### src/rtl/microcode_sequencer.sv
// Microcode sequencer: walks {opcode, step} through the microcode ROM,
// latches the IR opcode, and gates the ROM control word to the datapath.
module microcode_sequencer #(
  parameter int         END_BIT     = 5,
  parameter logic [7:0] LATCH_STEP  = 8'd2,
  parameter logic [7:0] HALT_OPCODE = 8'hFF,
  parameter logic [7:0] MAX_STEP    = 8'hFF
) (
  input  logic        clk,
  input  logic        rst,
  input  logic [7:0]  ir_opcode_in,
  input  logic        hold,
  input  logic [31:0] ctrl_word_in,
  output logic [15:0] instr_mem_addr_out,
  output logic [31:0] ctrl_word_out,
  output logic        instr_done,
  output logic        illegal,
  output logic        halted,
  output logic [15:0] instr_count
);

  typedef enum logic [0:0] {
    S_RUN,
    S_HALT
  } state_t;

  state_t      state_q, state_d;
  logic [7:0]  opcode_q, opcode_d;
  logic [7:0]  step_q, step_d;
  logic [15:0] count_q, count_d;
  logic        done_q, done_d;
  logic        ill_q, ill_d;

  logic        word_zero;
  logic        end_bit;
  logic        at_max;
  logic        at_latch;
  logic        halt_op;

  assign word_zero = (ctrl_word_in == 32'h0);
  assign end_bit   = ctrl_word_in[END_BIT];
  assign at_max    = (step_q == MAX_STEP);
  assign at_latch  = (step_q == LATCH_STEP);
  assign halt_op   = (ir_opcode_in == HALT_OPCODE);

  always_comb begin
    state_d  = state_q;
    opcode_d = opcode_q;
    step_d   = step_q;
    count_d  = count_q;
    done_d   = 1'b0;
    ill_d    = 1'b0;
    unique case (state_q)
      S_HALT: begin
        step_d = 8'h00;
      end
      S_RUN: begin
        if (hold) begin
          step_d = step_q;
        end else if (word_zero) begin
          step_d = 8'h00;
          ill_d  = 1'b1;
        end else if (end_bit) begin
          step_d  = 8'h00;
          count_d = count_q + 16'd1;
          done_d  = 1'b1;
        end else if (at_max) begin
          // never wrap silently past the last legal step
          step_d = 8'h00;
          ill_d  = 1'b1;
        end else if (at_latch) begin
          opcode_d = ir_opcode_in;
          if (halt_op) begin
            state_d = S_HALT;
            step_d  = 8'h00;
          end else begin
            step_d = step_q + 8'd1;
          end
        end else begin
          step_d = step_q + 8'd1;
        end
      end
      default: begin
        state_d = S_RUN;
      end
    endcase
  end

  always_ff @(posedge clk) begin
    if (rst) begin
      state_q  <= S_RUN;
      opcode_q <= 8'h00;
      step_q   <= 8'h00;
      count_q  <= 16'h0000;
      done_q   <= 1'b0;
      ill_q    <= 1'b0;
    end else begin
      state_q  <= state_d;
      opcode_q <= opcode_d;
      step_q   <= step_d;
      count_q  <= count_d;
      done_q   <= done_d;
      ill_q    <= ill_d;
    end
  end

  // stall and halt must not leak side effects into the datapath
  assign ctrl_word_out      = (state_q == S_RUN && !hold) ? ctrl_word_in
                                                          : 32'h0;
  assign instr_mem_addr_out = {opcode_q, step_q};
  assign instr_done         = done_q;
  assign illegal            = ill_q;
  assign halted             = (state_q == S_HALT);
  assign instr_count        = count_q;

endmodule
### config.mk
export PLATFORM = sky130hd
export DESIGN_NAME = microcode_sequencer
export DESIGN_NICKNAME = d
export VERILOG_FILES = /design/src/rtl/microcode_sequencer.sv
export SDC_FILE = /design/constraint.sdc
export NUM_CORES = 1
export LEC_CHECK = 0
export ABC_AREA = 1
export CORE_UTILIZATION = 40
export CTS_CLUSTER_DIAMETER = 100
export DETAILED_ROUTE_END_ITERATION = 8
export GPL_TIMING_DRIVEN = 0
export HOLD_SLACK_MARGIN = 0.12
export PLACE_DENSITY_LB_ADDON = 0.3
export SLEW_MARGIN = 40
export SYNTH_ARGS = -nofsm -noshare
export SYNTH_HDL_FRONTEND = slang
export SYNTH_SLANG_ARGS = --single-unit
### constraint.sdc
create_clock -name clk -period 1.84 [get_ports clk]
set_clock_uncertainty 0.2 [all_clocks]
set_input_delay 0.276 -clock clk [delete_from_list [all_inputs] [get_ports clk]]
set_output_delay 0.276 -clock clk [all_outputs]
set_load 0.02 [all_outputs]
==> reports/metrics.csv <==
metric,value,unit
place.gp.congestion,0.807,
status,completed,
cp_slowest_cell,clkdlybuf4s50_1,
top_level_ports,110,
n_antenna_cell,0,
p_leak,1.67,nW
multi_input_area,0.00123,mm2
ys_async_sr_fraction,0,
port_buffers,108,
worst_slack,32.1,ps
synth_top_area_frac,0.319,
r2r_start,step_q[1],
die_x,76.1,um
tightest_slew,491,ps
synth_cell_type_count,32,
grt_antenna_before_repair,0,
timing.rr.end,opcode_q[0],
arrival,1330,ps
drive_above_1_share,0.190,
crit_start,instr_count[10],
r2r_cells,9,
crit_family,buffers and inverters,
synth_area,0.00219,mm2
drc,0,
antenna_left,0,
dp_hpwl,4810,um
clock_latency,280,ps
grt_pass1_wl,10400,um
cap_viol_max_count,0,
whs_path_depth,4,
cts.sinks,35,
rsz0062_at_grt,yes,
r2r_setup_slack,90,ps
cts_buffers,5,
synth-main-ff-cell,dfxtp_1,
setup_viol,0,
seq_area,708,um2
first_iter_violations,126,
synth_edf_count,0,
synthesis.nets,396,
grtUsageTotal,0.217,
cts_tree,yes,
synth_area_leaders,"dfxtp_1, nor2_1, nand2_1, inv_1, a21oi_1",
period_share,0.983,
path_clk_slew,70,ps
syn_inst,350,
hp-class,primary input to flop,
core,0.00520,mm2
critPathMaxStageDelay,630,ps
hold_viol_final,0,
worstSetupStartpointType,flop,
grt_pass1_vias,2267,
ys_ff_latch,35,
yosysMostFrequentCell,nor2_1,
pre_cts_slack,-706,ps
std_cell_rows,26,
path_cells,clkdlybuf4s50_1,
worstHoldStart,ctrl_word_in[5],
ys_warn_count,0,
post-route-util,0.668,
fmax,0.553,GHz
nets,519,
start_util,0.422,
vdd_drop_max,464,uV
hold_end,halted,
yosysTopAreaCell,dfxtp_1,
clock_path_buffers,2,
cp_max_fo,4,
cts_root_buf,clkbuf_8,
synth_area_per_cell,6.27,um2
worstSetupEndpointType,output pin,
synth_common_cells,"nor2_1, nand2_1, inv_1, dfxtp_1, a21oi_1",
overflow,0,
path_class,flop to output pin,
synth_seq_area_share,0.319,
fin_crit,1810,ps
vias,2518,
wl_per_cell,11.8,um
htreeDepth,2,
fill_cells,473,
dieArea,0.00579,mm2
drt-total-wl,6420,um
firstDrtPassIters,4,
path_buf_inv,1,
holdWs,132,ps
powerDensity,481,mW/mm2
grt_max_degree,12,
slew_headroom,0.671,
syn_to_final_growth,58.5,%
cp_data_required_time,1360,ps
finalMaxSlewViolations,0,
routed_via_density,4.63,
dieHeight,76.1,um
-- cells by family (layout without fill, tap and decap cells) --
| group | count (synthesis) | in the layout | synth area share |
|---|---|---|---|
| simple gates | 210 | 210 | 0.445 |
| compound gates | 26 | 26 | 0.0621 |
| xor+xnor | 6 | 6 | 0.0239 |
| buf+inv | 70 | 194 | 0.132 |
| fa+ha+maj | 3 | 3 | 0.0171 |
| flops | 35 | 35 | 0.319 |
-- stage by stage --
stage               TNS [ps]  instances  area (um2)  power [mW]
floorplan                  0        350        2190       0.951
global placement      -23280        528        3360        1.15
detailed placement    -25570        528        3360        1.16
CTS                        0        539        3370        1.68
global route           -78.6        544        3480        1.75
finish                     0        544        3480        1.67
-- power by group --
group | switching (mW) | leakage [nW] | total [mW] | internal [mW]
registers | 0.00799 | 0.285 | 0.773 | 0.765
logic | 0.188 | 1.34 | 0.360 | 0.172
clock network | 0.275 | 0.0412 | 0.539 | 0.264
-- flip-flops by register name (all words and copies together) (netlist names) --
register,flops
instr_done,1
instr_count,16
opcode_q,8
illegal,1
step_q,8
halted,1
-- worst max-delay path by stage --
| stage | end | slack, ps | depth (start not counted) |
|---|---|---|---|
| after floorplan | opcode_q[0] | 7 | 9 |
| after global placement | ctrl_word_out[30] | -650 | 6 |
| after detailed placement | ctrl_word_out[22] | -710 | 6 |
| after CTS | instr_count[9] | 1 | 1 |
| after global routing | instr_count[10] | -40 | 7 |
| final | instr_count[10] | 30 | 1 |
-- cell usage in the layout (no fill, tap or decap), types with 2 or more instances in the layout --
master	count
nor2_1	79
nor3_1	9
inv_2	2
dlymetal6s2s_1	5
buf_4	24
xor2_1	3
nor2_2	14
nor4_1	2
buf_2	15
clkbuf_8	5
nor2_4	4
inv_1	57
ha_1	2
dlygate4sd2_1	7
nand2_1	64
nand4_1	9
nor3b_1	2
xnor2_1	3
clkbuf_1	4
o21ai_0	6
dlygate4sd3_1	2
dfxtp_1	31
nor3_2	3
a21oi_1	17
nand3_1	13
clkdlybuf4s50_1	64
dfxtp_2	3
nand2_2	6
-- cell type report --
class	instances	area share
plain buffers	9	0.0201
clock buffers	6	0.0209
clock inverters	2	0.00360
inverters	61	0.0680
multi-input cells	245	0.354
flip-flops and latches	35	0.204
well taps	70	0.0252
repair buffers	116	0.304
-- repair_timing --
item / in CTS / in global routing
setup buffers: 1 / 4
pin swaps: 1 / 3
setup endpoints to repair: 41 / 48
resized for setup: 155 / 21
hold buffers: 2 / 0
endpoints found under the hold margin: 2 / 0
gates cloned: 0 / 1
-- metal layers --
layer  vias to the layer above  GRT usage  routed length, um
met5                         -          0                  0
li1                       1318          -                  -
met2                        71      0.385               3240
met3                        11     0.0407                302
met4                         0     0.0635                102
met1                      1118      0.264               2770
Power figures use the tool's default switching activity.
